===== config.mk =====
export PLATFORM = sky130hd
export DESIGN_NAME = tlb_s1_port_ctrl
export DESIGN_NICKNAME = d
export VERILOG_FILES = /design/src/rtl/tlb_s1_port_ctrl.sv
export SDC_FILE = /design/constraint.sdc
export NUM_CORES = 1
export LEC_CHECK = 0
export ABC_AREA = 1
export CORE_MARGIN = 8
export CORE_UTILIZATION = 43
export DETAILED_ROUTE_END_ITERATION = 6
export PLACE_DENSITY = 0.95
export SLEW_MARGIN = 20
export SYNTH_ARGS = -nofsm -noshare
export SYNTH_HDL_FRONTEND = slang
export SYNTH_SLANG_ARGS = --single-unit

===== constraint.sdc =====
create_clock -name clk -period 3.7 [get_ports clk]
set_clock_uncertainty 0.1 [all_clocks]
set_input_delay 0.74 -clock clk [delete_from_list [all_inputs] [get_ports clk]]
set_output_delay 0.74 -clock clk [all_outputs]
set_load 0.01 [all_outputs]

===== src/rtl/tlb_s1_port_ctrl.sv =====
// tlb_s1_port_ctrl
//   Shares TLB search port 1 between the EXE-stage load/store lookup and the
//   maintenance requester (tlbsrch / invtlb). Every access is a grant/response
//   handshake. A one-cycle fence follows each invtlb so that no lookup can
//   observe a pre-invalidate result. The block also produces the pseudo-random
//   tlbfill replacement index.
//
// Ports
//   clk, reset        clock; synchronous active-high reset
//   flush             WB flush (exception / ertn / refetch)
//   lk_*              EXE lookup request, grant and registered response
//   mt_*              maintenance request, grant, done pulse, tlbsrch result
//   s1_*              search key driven to TLB port 1
//   invtlb_valid/op   invalidate command to the TLB
//   s1_result         TLB port-1 combinational result
//                     {found, index[3:0], ppn[19:0], ps[5:0], plv, mat, d, v}
//   fill_index        replacement index for tlbfill
module tlb_s1_port_ctrl #(
  parameter int TLBNUM = 16,
  parameter int IDXW   = 4
) (
  input  logic            clk,
  input  logic            reset,
  input  logic            flush,
  // EXE lookup requester
  input  logic            lk_req,
  input  logic [18:0]     lk_vppn,
  input  logic            lk_va_bit12,
  input  logic [9:0]      lk_asid,
  output logic            lk_gnt,
  output logic            lk_rsp_valid,
  input  logic            lk_rsp_ready,
  output logic [36:0]     lk_rsp,
  // Maintenance requester
  input  logic            mt_req,
  input  logic            mt_is_inv,
  input  logic [4:0]      mt_invop,
  input  logic [9:0]      mt_asid,
  input  logic [18:0]     mt_vppn,
  input  logic            mt_va_bit12,
  output logic            mt_gnt,
  output logic            mt_done,
  output logic            mt_hit,
  output logic [IDXW-1:0] mt_index,
  // TLB port 1
  output logic [18:0]     s1_vppn,
  output logic            s1_va_bit12,
  output logic [9:0]      s1_asid,
  output logic            invtlb_valid,
  output logic [4:0]      invtlb_op,
  input  logic [36:0]     s1_result,
  // Replacement
  output logic [IDXW-1:0] fill_index
);

  typedef enum logic [1:0] {
    IDLE,
    LK_RSP,
    MT_RSP,
    FENCE
  } state_t;

  localparam logic [1:0]    STARVE_MAX  = 2'd3;
  localparam logic [IDXW:0] NUM_ENTRIES = (IDXW + 1)'(TLBNUM);

  state_t          state;
  logic            op_is_inv;   // remembers whether the op in flight was invtlb
  logic [1:0]      starve_cnt;
  logic [7:0]      lfsr;
  logic [18:0]     vppn_q;
  logic            va_bit12_q;
  logic [9:0]      asid_q;

  logic            idle;
  logic            lk_pick;
  logic [IDXW-1:0] lfsr_idx;

  // Arbitration: maintenance wins unless the lookup has been passed over
  // three times. A flush kills the lookup for this cycle only, which lets a
  // pending maintenance op through.
  assign idle    = (state == IDLE) && !reset;
  assign lk_pick = lk_req && !flush && (!mt_req || (starve_cnt == STARVE_MAX));
  assign lk_gnt  = idle && lk_pick;
  assign mt_gnt  = idle && mt_req && !lk_pick;

  assign invtlb_valid = mt_gnt && mt_is_inv;
  assign invtlb_op    = invtlb_valid ? mt_invop : 5'd0;

  // The TLB result is combinational from the key, so the key must reach the
  // port in the grant cycle itself; between grants the last key is held.
  // NOTE: every output of an always_comb gets a default first, so no path
  // through the block leaves a value unassigned and no latch is inferred.
  always_comb begin
    s1_vppn     = vppn_q;
    s1_va_bit12 = va_bit12_q;
    s1_asid     = asid_q;
    if (lk_gnt) begin
      s1_vppn     = lk_vppn;
      s1_va_bit12 = lk_va_bit12;
      s1_asid     = lk_asid;
    end else if (mt_gnt) begin
      s1_vppn     = mt_vppn;
      s1_va_bit12 = mt_va_bit12;
      s1_asid     = mt_asid;
    end
  end

  // Folds the index back into range when TLBNUM is not a power of two.
  assign lfsr_idx   = lfsr[IDXW-1:0];
  assign fill_index = ({1'b0, lfsr_idx} < NUM_ENTRIES) ? lfsr_idx
                                                       : lfsr_idx - NUM_ENTRIES[IDXW-1:0];

  // NOTE: sequential state uses non-blocking assignments only, so every
  // register samples the pre-edge values regardless of statement order.
  always_ff @(posedge clk) begin
    if (reset) begin
      state        <= IDLE;
      op_is_inv    <= 1'b0;
      starve_cnt   <= 2'd0;
      lfsr         <= 8'h01;
      vppn_q       <= '0;
      va_bit12_q   <= 1'b0;
      asid_q       <= '0;
      lk_rsp_valid <= 1'b0;
      lk_rsp       <= '0;
      mt_done      <= 1'b0;
      mt_hit       <= 1'b0;
      mt_index     <= '0;
    end else begin
      // x^8+x^6+x^5+x^4+1, shifting left; a non-zero seed never reaches zero.
      lfsr    <= {lfsr[6:0], lfsr[7] ^ lfsr[5] ^ lfsr[4] ^ lfsr[3]};
      mt_done <= 1'b0;

      if (lk_gnt || mt_gnt) begin
        vppn_q     <= s1_vppn;
        va_bit12_q <= s1_va_bit12;
        asid_q     <= s1_asid;
      end

      if (lk_gnt) begin
        starve_cnt <= 2'd0;
      end else if (mt_gnt && lk_req && (starve_cnt != STARVE_MAX)) begin
        starve_cnt <= starve_cnt + 2'd1;
      end

      case (state)
        IDLE: begin
          if (mt_gnt) begin
            state     <= MT_RSP;
            mt_done   <= 1'b1;
            mt_hit    <= s1_result[36];
            mt_index  <= s1_result[32 +: IDXW];
            op_is_inv <= mt_is_inv;
          end else if (lk_gnt) begin
            state        <= LK_RSP;
            lk_rsp_valid <= 1'b1;
            lk_rsp       <= s1_result;
          end
        end
        LK_RSP: begin
          // A flush drops the response without waiting for the consumer.
          if (lk_rsp_ready || flush) begin
            state        <= IDLE;
            lk_rsp_valid <= 1'b0;
          end
        end
        MT_RSP: begin
          // The op already reached the TLB, so flush does not cancel it.
          state <= op_is_inv ? FENCE : IDLE;
        end
        FENCE: begin
          state <= IDLE;
        end
        default: begin
          state <= IDLE;
        end
      endcase
    end
  end

endmodule


==> results of run 1 <==
## power by group
part           internal, W  total (W)  switching [W]
clock network     0.000329   0.000695       0.000366
logic             0.000268   0.000484       0.000215
registers         0.000985    0.00101      0.0000225
## critical path: stages
cell,delay (ns)
clkdlybuf4s50_1,0.48
nand2_1,0.07
nor2_2,0.17
nand2_4,0.14
inv_2,0.15
buf_12,0.18
nand2_1,0.09
nand3_1,0.13
clkdlybuf4s50_1,0.56
## flip-flops by register name, indices dropped and copies added (netlist names)
name and count:
state 2, lk_rsp 37, mt_index 4, mt_hit 1, vppn_q 19, lk_rsp_valid 1, va_bit12_q 1, op_is_inv 1
starve_cnt 2, lfsr 8, asid_q 10, mt_done 1
## cells by family after synthesis
kind of cell | Yosys count | share of synthesized area
flip-flops | 87 | 0.462
buffers and inverters | 89 | 0.118
AO/OA/AOI/OAI | 20 | 0.0272
XOR/XNOR | 2 | 0.00465
adder cells (fa/ha/maj) | 1 | 0.00332
AND/OR/NAND/NOR | 304 | 0.385
## layer usage
metal | global-route usage | routed length [microns]
met1 | 0.202 | 4630
met2 | 0.332 | 5880
met3 | 0.0615 | 1220
met4 | 0.0608 | 150
met5 | 0 | 0
## placed cells by master (no fill, tap or decap)
cell type / Yosys / routed
ha_1: 1 / 1
clkbuf_8: 0 / 9
dfxtp_1: 87 / 87
inv_2: 4 / 4
clkinvlp_4: 0 / 1
nand3_1: 39 / 39
a21oi_1: 9 / 9
nand3_2: 26 / 26
nand2_2: 29 / 29
o31ai_1: 1 / 1
buf_12: 0 / 2
nor2_4: 1 / 1
clkbuf_16: 0 / 1
bufinv_16: 0 / 1
buf_4: 7 / 5
nor2_2: 4 / 4
buf_6: 6 / 1
o21ai_0: 10 / 10
nand2_1: 182 / 182
nand2_4: 1 / 1
inv_1: 54 / 54
nor2_1: 22 / 22
clkinv_8: 0 / 1
xnor2_1: 1 / 1
xor2_1: 1 / 1
inv_6: 0 / 3
clkdlybuf4s50_1: 0 / 194
inv_8: 0 / 2
## layout make-up
| class | instances | area share |
|---|---|---|
| well taps | 108 | 0.0227 |
| clock inverters | 7 | 0.0145 |
| inverters | 59 | 0.0393 |
| flip-flops and latches | 87 | 0.292 |
| repair buffers | 203 | 0.345 |
| clock buffers | 9 | 0.0208 |
| multi-input cells | 327 | 0.266 |
## worst paths after layout
check / from / slack, ns / depth (start not counted) / to
max reg2reg: starve_cnt[0] / 1.25 / 11 / starve_cnt[0]
max: lk_req / 0.13 / 9 / s1_vppn[6]
min: lfsr[6] / 0.31 / 2 / lfsr[7]
min reg2reg: lfsr[6] / 0.31 / 2 / lfsr[7]
## repair_timing
item	in CTS	in global routing
gates resized for setup	1	3
endpoints found under the hold margin	0	0
endpoints found under the setup margin	5	11
hold buffers	0	0
cloned	0	1
## metrics by stage
stage | power (W) | cell area (sq um) | hold WS (ns)
finish | 0.00219 | 5960 | 0.314
global route | 0.00229 | 5960 | 0.326
CTS | 0.00221 | 5920 | 0.315
detailed placement | 0.00151 | 5710 | 0.299
global placement | 0.00150 | 5710 | 0.296
floorplan | 0.00123 | 3770 | 0.288
==> results.cfg, run 1 <==
[place]
io_buffers = 194
dp_slack_ns = -0.0418
hpwl_microns = 9110
place_congestion = 0.775
dp.cells = 783

[critical_path]
required_ns = 2.86
crit_arrival_ns = 2.73
path_class = input pin to primary output
start_kind = input pin
end_kind = primary output
critPathMaxFanout = 17

[timing]
slew_headroom = 0.723
final.period_utilization = 0.964
finalSetupTns_ns = 0
hold_viol = 0
timing.fmax_ghz = 0.280
layout_min_cycle_time_ns = 3.57
slew_viol_final = 0
rsz0062_at_grt = false
worstMarginPinSlew_ns = 0.415
setup_viol = 0
worst_slack_ns = 0.134

[clock_network]
cts.clk_slew.worst_paths_ns = 0.09
cts_max_level = 3
clockBufferDepth = 2
clock-sinks = 87
post_cts_buffers = 0
cts_tree = done
cts-root-buf = clkbuf_8
cts_buffers = 9
clk_latency_ns = 0.34

[global_route]
grt_overflow = 0
first_global_vias = 3957
grt_usage = 0.186
grt_max_degree = 39
antenna_found_initial = 0
grt_pass1_wl_microns = 18000

[logic_synthesis]
synth-main-ff-cell = dfxtp_1
ys_seq_elements = 87
ys_top_cells_by_area = dfxtp_1 (46%), nand2_1 (18%), nand3_2 (6.9%)
syn_area_per_cell_sq_um = 7.49
syn_nets = 613
yosysUniqueCellTypes = 24
synth_top_area_frac = 0.462
yosysWarnings = 0
syn-instance-count = 503
synth_area_sq_um = 3770
synth.most_common_cell = nand2_1
async_reset_ff_frac = 0
synth_edf_count = 0
yosys.area.top_type = dfxtp_1
synth_common_cells = nand2_1 (182), dfxtp_1 (87), inv_1 (54), nand3_1 (39), nand2_2 (29)
seq_area_frac_synth = 0.462

[die]
rows = 34
fp.dieArea_sq_um = 12000
coreArea_sq_um = 8590
die_y_microns = 110
die_w_microns = 110
initial_core_util = 0.438
pin_count = 195

[finish]
fin_cells = 800
drive_above_1_share = 0.132
final_core_util = 0.694
layout.nets = 797
antenna_cells = 0
multi_input_comb_area_sq_um = 1580
seqCellArea_sq_um = 1740
nFillCells = 633
syn_to_final_growth_pct = 58.2

[drt]
vias_per_cell = 4.71
routed_wirelength_microns = 11900
drtIter0Drc = 193
drt.antenna.violating_nets = 0
vias = 3769
drc = 0
drt_first_pass_iters = 4
wl_per_cell_microns = 14.8

[job]
drv_cap = 0

[power_and_ir_drop]
irDropWorstVdd_uv = 231
power.density_nw_per_um2 = 367
power_leakage_nw = 2.89

[worst_hold_path]
min_path_type = flip-flop to flip-flop

[outcome]
outcome = finished clean
No activity file was read; power rests on OpenSTA's default activity.
==> inputs of run 2 (changes only) <==
Settings changed: CORE_MARGIN 8 to 2, SLEW_MARGIN 20 to 5.
==> results.cfg, run 2 (synthesized netlist as in run 1, its figures left out) <==
[outcome]
outcome = finished clean

[drt]
routed_wirelength_microns = 10400
wl_per_cell_microns = 12.9
vias_per_cell = 4.72
drt_first_pass_iters = 6
drtIter0Drc = 88
drc = 0
vias = 3784
drt.antenna.violating_nets = 0

[place]
hpwl_microns = 7950
dp_slack_ns = 0.0652
dpl_cell_area_sq_um = 5740
place_congestion = 0.871
io_buffers = 194

[die]
rows = 34
pin_count = 195
initial_core_util = 0.438
die_y_microns = 97.6
die_w_microns = 97.6
fp.dieArea_sq_um = 9530
coreArea_sq_um = 8590

[global_route]
grt_overflow = 0
antenna_found_initial = 0
grt_usage = 0.210
first_global_vias = 3720
grt_max_degree = 39
grt_pass1_wl_microns = 16600

[critical_path]
end_kind = primary output
critPathMaxFanout = 32
start_kind = input pin
required_ns = 2.86
crit_arrival_ns = 2.66
path_class = input pin to primary output

[finish]
largest_register_ffs = 37
top_register = lk_rsp
multi_input_comb_area_sq_um = 1580
final_core_util = 0.693
seqCellArea_sq_um = 1740
reg.largest.list = lk_rsp: 37 flops, vppn_q: 19 flops, asid_q: 10 flops
nFillCells = 653
antenna_cells = 0
layout_common_cells = clkdlybuf4s50_1 (194), nand2_1 (182), dfxtp_1 (87)
final_common_cell = clkdlybuf4s50_1
drive_above_1_share = 0.133
layout.nets = 798
syn_to_final_growth_pct = 58.0
finalInstanceArea_sq_um = 5950

[timing]
hold_viol = 0
slew_headroom = 0.742
timing.fmax_ghz = 0.286
finalSetupTns_ns = 0
rsz0062_at_grt = false
worst_slack_ns = 0.201
worstMarginPinSlew_ns = 0.388
slew_viol_final = 0
setup_viol = 0
hold_ws_ns = 0.314
layout_min_cycle_time_ns = 3.50
final.period_utilization = 0.946

[power_and_ir_drop]
irDropWorstVdd_uv = 211
power_leakage_nw = 2.89
power.density_nw_per_um2 = 365

[clock_network]
cts_resized = 0
cts.clk_slew.worst_paths_ns = 0.09
cts_max_level = 3
clockBufferDepth = 2
post_cts_buffers = 0
cts_buffers = 9
hold_buffers = 0
cts-root-buf = clkbuf_8
cts_tree = done
clk_latency_ns = 0.34
clock-sinks = 87

[job]
drv_cap = 0

[worst_hold_path]
min_path_type = flip-flop to flip-flop
-- run 2: cell type report --
cell class,instances,share of cell area
tap,108,0.0227
clock inverter,7,0.0143
timing repair buffer,204,0.345
inverter,59,0.0385
sequential,87,0.293
clock buffer,9,0.0208
multi-input combinational,327,0.266
-- run 2: worst max-delay path: stages --
cell and delay (ns):
clkdlybuf4s50_1 0.50, inv_2 0.05, nor2_1 0.10, nor2_2 0.06
inv_1 0.07, nand2_2 0.13, inv_8 0.20, nand2_2 0.13
nor2_1 0.11, clkdlybuf4s50_1 0.55
-- run 2: power by group --
part           internal [W]  switching, W  leakage [nW]
clock              0.000328      0.000357         0.107
combinational      0.000269      0.000209          2.08
sequential         0.000985     0.0000223         0.709
total               0.00158      0.000588          2.89
-- run 2: worst paths after layout --
path | from | end | slack (ns) | depth (start not counted)
setup reg to reg | starve_cnt[0] | starve_cnt[0] | 1.83 | 10
setup / recovery | mt_req | invtlb_op[2] | 0.20 | 10
hold / removal | lfsr[6] | lfsr[7] | 0.31 | 2
hold reg to reg | lfsr[6] | lfsr[7] | 0.31 | 2
-- run 2: per-layer routing --
metal / routed length [microns] / up-vias / GRT usage
li1: - / 1893 / -
met1: 4160 / 1699 / 0.233
met2: 5180 / 164 / 0.381
met3: 695 / 28 / 0.0475
met4: 310 / 0 / 0.0962
met5: 0 / - / 0
-- run 2: stage by stage --
stage | cells | total power, W
2_1_floorplan | 503 | 0.00123
4_1_cts | 801 | 0.00220
6_report | 801 | 0.00217
3_5_place_dp | 785 | 0.00151
3_3_place_gp | 785 | 0.00149
5_1_grt | 801 | 0.00227
